**src/rtl/fifo_rx_pkg.sv**
```systemverilog
// Shared constants for the Zigbee receive FIFO: sizes and APB response codes.
package fifo_rx_pkg;

  localparam int   DEFAULT_DEPTH = 64;
  localparam int   ADDR_W        = $clog2(DEFAULT_DEPTH);
  localparam int   BYTE_W        = 8;

  // APB pslverr encoding
  localparam logic APB_OKAY  = 1'b0;
  localparam logic APB_ERROR = 1'b1;

endpackage : fifo_rx_pkg

```
**src/rtl/bit_deserializer.sv**
```systemverilog
// Rebuilds bytes LSB-first from the demodulator bit strobe.
// byte_valid/byte_data are combinational on the 8th strobe so the FIFO
// can capture the byte on the same edge that samples its last bit.
module bit_deserializer
  import fifo_rx_pkg::*;
(
  input  logic              clk,
  input  logic              reset_n,
  input  logic              en_rx,
  input  logic              bit_in,
  input  logic              bit_en,
  output logic              byte_valid,
  output logic [BYTE_W-1:0] byte_data
);

  logic [2:0]        bit_cnt_q, bit_cnt_d;
  logic [BYTE_W-1:0] shift_q, shift_d;

  // Next-state: drop the partial byte when receive is disabled, else place the bit
  always_comb begin
    bit_cnt_d = bit_cnt_q;
    shift_d   = shift_q;
    if (!en_rx) begin
      bit_cnt_d = '0;
      shift_d   = '0;
    end else if (bit_en) begin
      shift_d[bit_cnt_q] = bit_in;
      bit_cnt_d          = bit_cnt_q + 3'd1;  // wraps 7 -> 0 on byte completion
    end
  end

  assign byte_valid = en_rx & bit_en & (bit_cnt_q == 3'd7);
  // shift_d already holds the incoming 8th bit in position 7
  assign byte_data  = shift_d;

  // Counter and shift register state
  always_ff @(posedge clk or negedge reset_n) begin
    if (!reset_n) begin
      bit_cnt_q <= '0;
      shift_q   <= '0;
    end else begin
      bit_cnt_q <= bit_cnt_d;
      shift_q   <= shift_d;
    end
  end

endmodule : bit_deserializer

```
**src/rtl/fifo_rx.sv**
```systemverilog
// Receive FIFO: deserialized bytes are pushed into a circular buffer and
// drained by the CPU through a zero-wait-state, read-only APB slave port.
module fifo_rx
  import fifo_rx_pkg::*;
#(
  parameter int DEPTH = DEFAULT_DEPTH
) (
  input  logic              clk,
  input  logic              reset_n,
  input  logic              en_rx,
  input  logic              bit_in,
  input  logic              bit_en,
  input  logic              psel,
  input  logic              penable,
  input  logic              pwrite,
  output logic [BYTE_W-1:0] prdata,
  output logic              pready,
  output logic              pslverr,
  output logic              mem_state,
  output logic              empty,
  output logic              overflow
);

  localparam int             AW      = $clog2(DEPTH);
  localparam int             PW      = AW + 1;  // extra wrap bit tells full from empty
  localparam logic [PW-1:0]  PTR_ONE = PW'(1);

  logic [PW-1:0]     wr_ptr_q, wr_ptr_d;
  logic [PW-1:0]     rd_ptr_q, rd_ptr_d;
  logic              overflow_q, overflow_d;
  logic [BYTE_W-1:0] mem_q [DEPTH];

  logic              byte_valid;
  logic [BYTE_W-1:0] byte_data;
  logic              full, apb_access, apb_read, pop, push;

  bit_deserializer u_deser (
    .clk       (clk),
    .reset_n   (reset_n),
    .en_rx     (en_rx),
    .bit_in    (bit_in),
    .bit_en    (bit_en),
    .byte_valid(byte_valid),
    .byte_data (byte_data)
  );

  assign empty      = (wr_ptr_q == rd_ptr_q);
  assign full       = (wr_ptr_q[AW] != rd_ptr_q[AW]) &&
                      (wr_ptr_q[AW-1:0] == rd_ptr_q[AW-1:0]);
  assign apb_access = psel & penable;
  assign apb_read   = apb_access & ~pwrite;
  assign pop        = apb_read & ~empty;
  // A pop on a full FIFO frees the slot the incoming byte lands in
  assign push       = byte_valid & (~full | pop);

  assign mem_state  = full;
  assign overflow   = overflow_q;
  assign prdata     = empty ? '0 : mem_q[rd_ptr_q[AW-1:0]];

  // APB response: every access phase completes at once; writes and empty reads error
  always_comb begin
    pready  = apb_access;
    pslverr = APB_OKAY;
    if (apb_access && (pwrite || empty)) begin
      pslverr = APB_ERROR;
    end
  end

  // Pointer advance and sticky overflow next-state
  always_comb begin
    wr_ptr_d   = wr_ptr_q;
    rd_ptr_d   = rd_ptr_q;
    overflow_d = overflow_q;
    if (push) begin
      wr_ptr_d = wr_ptr_q + PTR_ONE;
    end
    if (pop) begin
      rd_ptr_d = rd_ptr_q + PTR_ONE;
    end
    if (!en_rx) begin
      overflow_d = 1'b0;
    end else if (byte_valid && !push) begin
      overflow_d = 1'b1;
    end
  end

  // Pointer and flag state
  always_ff @(posedge clk or negedge reset_n) begin
    if (!reset_n) begin
      wr_ptr_q   <= '0;
      rd_ptr_q   <= '0;
      overflow_q <= 1'b0;
    end else begin
      wr_ptr_q   <= wr_ptr_d;
      rd_ptr_q   <= rd_ptr_d;
      overflow_q <= overflow_d;
    end
  end

  // Byte storage; contents need no reset since empty masks prdata
  always_ff @(posedge clk) begin
    if (push) begin
      mem_q[wr_ptr_q[AW-1:0]] <= byte_data;
    end
  end

endmodule : fifo_rx

```
**config.mk**
```make
export PLATFORM = sky130hd
export DESIGN_NAME = fifo_rx
export DESIGN_NICKNAME = d
export VERILOG_FILES = /design/src/rtl/fifo_rx_pkg.sv /design/src/rtl/bit_deserializer.sv /design/src/rtl/fifo_rx.sv
export SDC_FILE = /design/constraint.sdc
export NUM_CORES = 1
export LEC_CHECK = 0
export CAP_MARGIN = 40
export CORE_MARGIN = 5
export CORE_UTILIZATION = 39
export CTS_CLUSTER_SIZE = 14
export DETAILED_ROUTE_END_ITERATION = 16
export PLACE_DENSITY_LB_ADDON = 0.05
export SETUP_SLACK_MARGIN = 0.1
export SYNTH_ARGS = -nofsm -noshare
export SYNTH_HDL_FRONTEND = slang
export SYNTH_HIERARCHICAL = 1
export SYNTH_SLANG_ARGS = --single-unit
```
**constraint.sdc**
```tcl
create_clock -name clk -period 3.3 [get_ports clk]
set_input_delay 0.66 -clock clk [delete_from_list [all_inputs] [get_ports clk]]
set_output_delay 0.66 -clock clk [all_outputs]
set_load 0.05 [all_outputs]
```
==> results of run 1 <==
what timing repair did:
item | CTS | global route
buffers inserted | 19 | 13
endpoints found under the setup margin | 9 | 9
gates resized for setup | 79 | 37
pin swaps | 12 | 18
cloned | 6 | 2
registers in the layout (all words and copies together) (netlist names):
signal and count:
overflow 1, u_deser/shift_q 8, mem_q 512, wr_ptr_q 7, u_deser/bit_cnt_q 3, rd_ptr_q 7
layout by cell type, fill, tap and decap left out, drive strengths merged, types with 14 or more instances in the layout:
cell type / instances
edfxtp: 512
buf: 204
mux4: 117
clkbuf: 88
nor2: 85
mux2i: 45
o22ai: 37
nand2: 32
dfrtp: 26
xnor2: 14
per-layer routing:
layer  vias to the layer above  routed length [microns]
li1                       4778                        -
met1                      5759                    26300
met2                       236                    25800
met3                        60                     2520
met4                         0                      890
met5                         -                        0
critical path, cell delays in order, from the launching register on:
cell and delay [ns]:
dfrtp_4 0.50, buf_12 0.16, buf_12 0.14, buf_12 0.13, mux4_2 0.35, o22ai_1 0.14, or4_4 0.57, o32ai_4 0.18
buf_6 0.21
report_power, final:
| group | switching (uW) | internal [uW] | leakage, uW | total (uW) |
|---|---|---|---|---|
| clock | 2510 | 3560 | 0.000864 | 6070 |
| sequential | 71.2 | 7450 | 0.00446 | 7520 |
| combinational | 3210 | 2980 | 0.00272 | 6190 |
final cells by class:
type,instances,area share
flip-flops and latches,538,0.609
inverters,4,0.000570
well taps,696,0.0331
multi-input cells,454,0.208
repair buffers,215,0.0827
diodes,1,0.0000950
clock buffers,86,0.0641
clock inverters,12,0.00299
stage by stage:
step | utilization | hold slack (ns) | setup TNS [ns] | instance area (sq um)
after CTS | 0.482 | 0.206 | -3.26 | 26000
after global placement | 0.435 | 0.485 | -0.390 | 23500
after floorplan | - | 0.364 | -1.65 | 21400
after global routing | 0.487 | 0.222 | -3.01 | 26300
after detailed placement | 0.436 | 0.489 | -0.0858 | 23500
final | 0.487 | 0.249 | -2.39 | 26300
logic make-up after synthesis:
logic type | share of synthesized area
muxes | 0.147
buffers and inverters | 0.0204
AOI/OAI and AO/OA | 0.0287
DFF | 0.751
and+or+nand+nor | 0.0432
xor gates and xnor gates | 0.00780
adders and majority gates | 0.00235
path summary, 6_finish.rpt:
kind / cells after the start / start / to
max: 8 / rd_ptr_q[0] / prdata[5]
max reg2reg: 8 / rd_ptr_q[2] / mem_q[14][2]
max in group asynchronous: 2 / reset_n / u_deser/shift_q[4]
min in group clk: 1 / rd_ptr_q[6] / rd_ptr_q[6]
min reg2reg: 1 / rd_ptr_q[6] / rd_ptr_q[6]
min: 1 / reset_n / wr_ptr_q[0]
==> results_dict.tcl, run 1 <==
set metrics [dict create \
    ant_nets 0 \
    fp.dieH_microns 244 \
    rsz0062_at_grt "yes" \
    synth_cells 1055 \
    synth_top_area_frac 0.721 \
    via_per_inst 5.40 \
    busiest_layer "met2" \
    cellLeakagePower_uw 0.00804 \
    slew_violations 0 \
    grt_use_met1 0.279 \
    holdBufCountCts 0 \
    cts_root_buffer "clkbuf_16" \
    io_buffers 20 \
    ys_top_cells_by_count "edfxtp_1, mux4_2, nor2_1, mux2i_1, o22ai_1" \
    p_per_area_nw_per_um2 751 \
    routedWlPerCell_microns 27.7 \
    use_met2 0.285 \
    grt_overflow 0 \
    critPathKind "flip-flop to output port" \
    met3_usage 0.0333 \
    synth_area_leaders "edfxtp_1, mux4_2, dfrtp_1" \
    drt_wl_total_mm 55.5 \
    async_reset_ff_frac 0.0483 \
    yosysMostFrequentCell "edfxtp_1" \
    drc 0 \
    layout_setup_ws_ns -0.342 \
    place.gp.congestion 0.741 \
    grt_pass1_wl_mm 80.6 \
    dr.pass1.iters 5 \
    yosysWarnings 6 \
    track_usage 0.186 \
    finalNonFillerCells 2006 \
    yosysTopAreaCell "edfxtp_1" \
    synthFlopType "edfxtp_1" \
    netlist_area_sq_um 21300 \
    dp_hpwl_mm 34.0 \
    clkLatencyLatePin_ns 0.60 \
    worst_pin_slew_ns 0.678 \
    cts_tree "built" \
    synth-seq-area-share 0.751 \
    run_status "complete, but fails checks" \
    crit_fanout 5 \
    start_util 0.395 \
    via_count 10833 \
    worstHoldPathType "primary input to async pin" \
    multi_input_area_sq_um 5470 \
    start_kind "flip-flop" \
    drt_iter0_markers 829 \
    antenna_found_initial 1 \
    ioPinCount 21 \
    syn-num-nets 1067 \
    core_area_sq_um 54000 \
    setup_viol 8 \
    p_total_uw 19800 \
    syn2layout_area_growth_pct 23.4 \
    relSlewSlack 0.548 \
    die_x_microns 244 \
    place_inst 1871 \
    post-route-period-util 1.10 \
    critPathArrivalTime_ns 2.98 \
    layout-drive-gt1-share 0.366 \
    violations "negative setup slack" \
    max_freq_mhz 275 \
    hold_viol 0 \
    crit_required_ns 2.64 \
    clockBufferDepth 3 \
    numCtsBuffers 58 \
    synth_area_per_cell_sq_um 20.2 \
    grt_max_degree 66 \
    die-area_sq_um 59500 \
    max_cap_viol_count 0 \
    clock_skew_ns 0.0166 \
    htreeDepth 2 \
    ir_worst_vdd_mv 0.649 \
    nNetsFinal 1283 \
    seqCellArea_sq_um 16000 \
    synth_seq_cells 538 \
    yosysUniqueCellTypes 54 \
    fillers 4503 \
    clkSinkCount 538 \
    dp_slack_ns -0.0858 \
    rows 85 \
    clk_pin_slew_ns 0.06 \
    grt_pass1_vias 11420 \
    worstSetupEndpointType "output port" \
    period_minus_slack_ns 3.64 \
    synth_edf_count 512 \
    r2r_setup_slack_ns 0.47 \
]
Power figures use the tool's default switching activity.
==> inputs of run 2 (changes only) <==
==> constraint.sdc (replaced) <==
create_clock -name clk -period 4.7 [get_ports clk]
set_input_delay 0.94 -clock clk [delete_from_list [all_inputs] [get_ports clk]]
set_output_delay 0.94 -clock clk [all_outputs]
set_load 0.05 [all_outputs]
==> run 2 against run 1 <==
The run now ends clean. Non-clock buffer count decreased by 90. Die area unchanged. Routed wire length decreased by 3.4%. Sequential cell count unchanged. Clock power decreased by 30%. Combinational power decreased by 50%. Worst hold slack improved by 0.27 ns. Largest cell class unchanged. Largest power group unchanged. Highest routed layer unchanged.
==> results_dict.tcl, run 2 (synthesis gave the netlist of run 1 again) <==
set metrics [dict create \
    fin_tns_setup_ns 0 \
    max_cap_viol_count 0 \
    highest_layer "met4" \
    syn2layout_area_growth_pct 16.1 \
    ir_worst_vdd_mv 0.379 \
    htreeDepth 2 \
    place.gp.congestion 0.756 \
    drt_iter0_markers 845 \
    drt_wl_total_mm 53.7 \
    via_per_inst 5.46 \
    fillers 4610 \
    fp.dieH_microns 244 \
    grt_max_degree 66 \
    relSlewSlack 0.431 \
    via_count 10504 \
    start_util 0.395 \
    clock_skew_ns 0.0238 \
    drc 0 \
    ioPinCount 21 \
    layout-drive-gt1-share 0.275 \
    cts_root_buffer "clkbuf_16" \
    ant_nets 0 \
    critPathKind "flip-flop to output port" \
    nNetsFinal 1192 \
    crit_required_ns 3.76 \
    dp_hpwl_mm 33.2 \
    track_usage 0.180 \
    wl_met3_mm 2.54 \
    largest_reg_flops 512 \
    clkLatencyLatePin_ns 0.62 \
    post-route-period-util 0.948 \
    p_seq_frac 0.425 \
    period_minus_slack_ns 4.46 \
    numCtsBuffers 57 \
    p_clk_frac 0.333 \
    clk_pin_slew_ns 0.06 \
    worstHoldPathType "flip-flop to flip-flop" \
    hold_slack_ns 0.514 \
    hold_viol 0 \
    run_status "complete, no violations" \
    crit_fanout 28 \
    final_common_cell "edfxtp_1" \
    holdBufCountCts 0 \
    p_per_area_nw_per_um2 511 \
    routedWlPerCell_microns 27.9 \
    p_total_uw 12700 \
    grt_pass1_wl_mm 78.2 \
    start_kind "flip-flop" \
    cts_tree "built" \
    io_buffers 20 \
    die-area_sq_um 59500 \
    combPwrFrac 0.242 \
    clkSinkCount 538 \
    rows 85 \
    setup_viol 0 \
    met2_length_mm 23.7 \
    slew_violations 0 \
    dr.pass1.iters 4 \
    worstSetupEndpointType "output port" \
    r2r_setup_slack_ns 1.35 \
    core_area_sq_um 54000 \
    final_cell_mix "edfxtp_1, mux4_2, buf_4" \
    cellLeakagePower_uw 0.00737 \
    wl_met1_mm 26.2 \
    worst_pin_slew_ns 0.850 \
    p_switching_uw 3750 \
    critPathArrivalTime_ns 3.52 \
    rsz0062_at_grt "no" \
    swShare 0.296 \
    max_freq_mhz 224 \
    grt_overflow 0 \
    intPower_uw 8920 \
    clockBufferDepth 3 \
    die_x_microns 244 \
    antenna_found_initial 0 \
    grt_pass1_vias 10922 \
]
run 2: cell types whose count changed in the layout (fill, tap and decap cells not counted), sizes merged:
cell	before	now
buf	204	112
clkinv	10	24
clkbuf	88	78
clkdlybuf4s50	9	12
bufinv	1	2
clkinvlp	0	1
inv	5	6
run 2: final timing paths:
| check | depth (start not counted) | to | startpoint |
|---|---|---|---|
| setup / recovery | 6 | prdata[4] | rd_ptr_q[3] |
| hold / removal | 1 | rd_ptr_q[6] | rd_ptr_q[6] |
| setup reg to reg | 6 | mem_q[25][3] | rd_ptr_q[3] |
| hold reg to reg | 1 | rd_ptr_q[6] | rd_ptr_q[6] |
| max in group asynchronous | 2 | rd_ptr_q[1] | reset_n |
| min in group asynchronous | 2 | rd_ptr_q[5] | reset_n |
run 2: layer usage:
metal / global-route usage / vias to the layer above
met2: 0.262 / 237
met1: 0.281 / 5602
li1: - / 4595
met4: 0.0451 / 0
met3: 0.0344 / 70
met5: 0 / -
run 2: what timing repair did:
| item | CTS | global route |
|---|---|---|
| resized for setup | 1 | 2 |
| endpoints found under the setup margin | 1 | 3 |
| buffers inserted | 0 | 4 |
run 2: metrics by stage:
stage               worst slack (ns)  instances   util  instance area [sq um]
global route                   0.103       1923  0.458                  24800
global placement               0.565       1809  0.425                  22900
CTS                            0.103       1919  0.457                  24700
detailed placement             0.686       1813  0.425                  23000
floorplan                      0.831       1055      -                  21300
finish                         0.242       1924  0.458                  24800
run 2: power groups by stage:
stage,Combinational (uW),Clock (uW),Sequential [uW]
floorplan,2210,0,5340
global placement,2990,0,5540
detailed placement,3000,0,5550
CTS,3010,4330,5440
global route,3270,4530,5390
finish,3070,4220,5380
run 2: cell type report:
cell class,instances,area (sq um),share of cell area
diodes,1,2.50,0.000101
clock buffers,77,1540,0.0623
clock inverters,29,191,0.00773
inverters,4,15.0,0.000606
multi-input cells,454,5000,0.202
flip-flops and latches,538,16000,0.647
well taps,696,871,0.0352
repair buffers,125,1110,0.0448
run 2: worst max-delay path, stage by stage (launching register included):
cell and delay, ns:
dfrtp_2 0.67, and2_1 0.44, nand2_1 0.38, o22ai_1 0.24
or4_1 0.63, o32ai_1 0.25, buf_4 0.27
==> inputs of run 3 (changes only) <==
--- a/config.mk
+++ b/config.mk
@@ -5,7 +5,7 @@
 export SDC_FILE = /design/constraint.sdc
 export NUM_CORES = 1
 export LEC_CHECK = 0
-export CAP_MARGIN = 40
+export CAP_MARGIN = 30
 export CORE_MARGIN = 5
 export CORE_UTILIZATION = 39
 export CTS_CLUSTER_SIZE = 14
@@ -14,5 +14,4 @@
 export SETUP_SLACK_MARGIN = 0.1
 export SYNTH_ARGS = -nofsm -noshare
 export SYNTH_HDL_FRONTEND = slang
-export SYNTH_HIERARCHICAL = 1
 export SYNTH_SLANG_ARGS = --single-unit
==> run 3 against run 2 <==
Routed wire length decreased by 2.6%. Die area decreased by 0.28%. Non-clock buffer count increased by 12. Critical path depth increased by 1. Register-to-register slack got worse by 0.08 ns. Critical path type unchanged.
==> results_dict.tcl, run 3 <==
set metrics [dict create \
    synth_seq_cells 538 \
    worst_pin_slew_ns 0.924 \
    yosysTopAreaCell "edfxtp_1" \
    worstSetupEndpointType "output port" \
    synth-seq-area-share 0.753 \
    synth_top_family_by_area "multiplexers" \
    crit_path_frequent_cell "buf_12" \
    antenna_found_initial 0 \
    syn2layout_area_growth_pct 17.3 \
    die_x_microns 244 \
    cellLeakagePower_uw 0.00761 \
    dr.pass1.iters 5 \
    critPathKind "flip-flop to output port" \
    max_cap_viol_count 0 \
    p_per_area_nw_per_um2 522 \
    ir_worst_vdd_mv 0.482 \
    synth_cells 1074 \
    crit_path_cell_trace "buf_12 > mux4_2 > nand2_1 > o2111ai_1 > a221oi_1 > o32ai_2 > buf_12" \
    clk_pin_slew_ns 0.06 \
    synthXorXnorAreaFrac 0.00823 \
    final_area_sq_um 24900 \
    final_cell_mix "edfxtp_1, buf_4, mux4_2" \
    start_kind "flip-flop" \
    htreeDepth 2 \
    die-area_sq_um 59300 \
    final_common_cell "edfxtp_1" \
    min_from "wr_ptr_q[6]" \
    io_buffers 20 \
    slowest_delay_ns 0.67 \
    syn-num-nets 1086 \
    core_area_sq_um 53900 \
    grt_pass1_vias 10939 \
    run_status "complete, no violations" \
    muxShareOfSynthArea 0.143 \
    period_minus_slack_ns 4.46 \
    yosysWarnings 0 \
    netlist_area_sq_um 21300 \
    clock_skew_ns 0.0144 \
    dp_hpwl_mm 32.2 \
    holdBufCountCts 0 \
    routedWlPerCell_microns 26.8 \
    largest_reg_flops 512 \
    place.gp.congestion 0.792 \
    critPathArrivalTime_ns 3.52 \
    clkSinkCount 538 \
    layout-drive-gt1-share 0.285 \
    worstHoldPathType "flip-flop to flip-flop" \
    track_usage 0.174 \
    drt_iter0_markers 686 \
    max_freq_mhz 224 \
    synthAdderAreaFrac 0.00235 \
    cts_tree "built" \
    numCtsBuffers 57 \
    placed_cell_area_sq_um 23100 \
    grt_max_degree 66 \
    synthFlopType "edfxtp_1" \
    post-route-period-util 0.949 \
    synth-compound-area-share 0.0311 \
    ys_top_cells_by_count "edfxtp_1, mux4_2, nor2_1, nand2_1, mux2i_1" \
    grt_pass1_wl_mm 76.0 \
    relSlewSlack 0.382 \
    via_per_inst 5.40 \
    setup_viol 0 \
    crit_required_ns 3.76 \
    crit_fanout 16 \
    p_total_uw 13000 \
    yosysUniqueCellTypes 50 \
    synth-simple-area-share 0.0458 \
    async_reset_ff_frac 0.0483 \
    drt_wl_total_mm 52.3 \
    fin_tns_setup_ns 0 \
    grt_overflow 0 \
    ioPinCount 21 \
    slew_violations 0 \
    crit_start "rd_ptr_q[0]" \
    rsz0062_at_grt "no" \
    synth_edf_count 512 \
    start_util 0.395 \
    timing.rr.start "rd_ptr_q[0]" \
    synth_top_area_frac 0.723 \
    fp.dieH_microns 244 \
    cts_root_buffer "clkbuf_16" \
    drc 0 \
    rows 85 \
    nNetsFinal 1217 \
    clockBufferDepth 3 \
    hold_viol 0 \
    diodes 0 \
    via_count 10509 \
    clkLatencyLatePin_ns 0.61 \
    critical-path-slowest-cell "dfrtp_4" \
    synth_area_per_cell_sq_um 19.8 \
    synth_area_leaders "edfxtp_1, mux4_2, dfrtp_1" \
    yosysMostFrequentCell "edfxtp_1" \
    ant_nets 0 \
]
==> run 3: final timing paths <==
check	endpoint	slack [ns]	cells past startpoint
worst max-delay path	prdata[2]	0.24	7
worst min-delay path	wr_ptr_q[6]	0.49	1
worst max register to register	mem_q[28][1]	1.27	6
worst min register to register	wr_ptr_q[6]	0.49	1
max in group asynchronous	rd_ptr_q[1]	3.68	2
min in group asynchronous	u_deser.shift_q[3]	0.70	2
==> run 3: through the flow <==
step | utilization | cells | hold WS [ns] | setup slack, ns
final | 0.463 | 1947 | 0.487 | 0.238
after global routing | 0.463 | 1947 | 0.503 | 0.208
after CTS | 0.462 | 1945 | 0.494 | 0.120
after detailed placement | 0.428 | 1839 | 0.483 | 0.653
after global placement | 0.428 | 1839 | 0.480 | 0.680
after floorplan | - | 1074 | 0.465 | 0.793
==> run 3: kinds of logic (layout without fill, tap and decap cells) <==
kind of cell | Yosys count | in the layout
flops | 538 | 538
simple gates | 196 | 196
mux | 169 | 169
compound gates | 81 | 81
buf+inv | 66 | 243
xor+xnor | 20 | 20
fa+ha+maj | 4 | 4
==> run 3: metal layers <==
layer | track usage | up-vias | wire length, microns
li1 | - | 4654 | -
met1 | 0.255 | 5580 | 24300
met2 | 0.277 | 202 | 24800
met3 | 0.0302 | 73 | 2080
met4 | 0.0412 | 0 | 1110
met5 | 0 | - | 0
==> run 3: power by group <==
part | switching, uW | internal, uW
combinational | 1950 | 1470
clock | 1810 | 2440
sequential | 133 | 5230
total | 3890 | 9140
==> run 3: timing repair <==
item,in CTS,in global routing
setup endpoints to repair,6,2
gates cloned,0,0
gates resized for setup,5,0
endpoints found under the hold margin,0,0
buffers inserted,1,1
==> run 3: area by class of cell <==
cell class                      instances  area [sq um]
Inverter                                1          3.75
Clock buffer                           77          1570
Fill cell                            4568         29000
Tap cell                              696           871
Sequential cell                       538         16000
Multi-Input combinational cell        470          5010
Clock inverter                         28           186
Timing Repair Buffer                  137          1270
==> run 3: critical path, delay by kind of cell (launching register included) <==
kind                   cells  cell delay (ns)
buffers and inverters      2             0.46
AOI/OAI and AO/OA          3             1.14
DFF                        1             0.67
muxes                      1             0.53
and+or+nand+nor            1             0.09
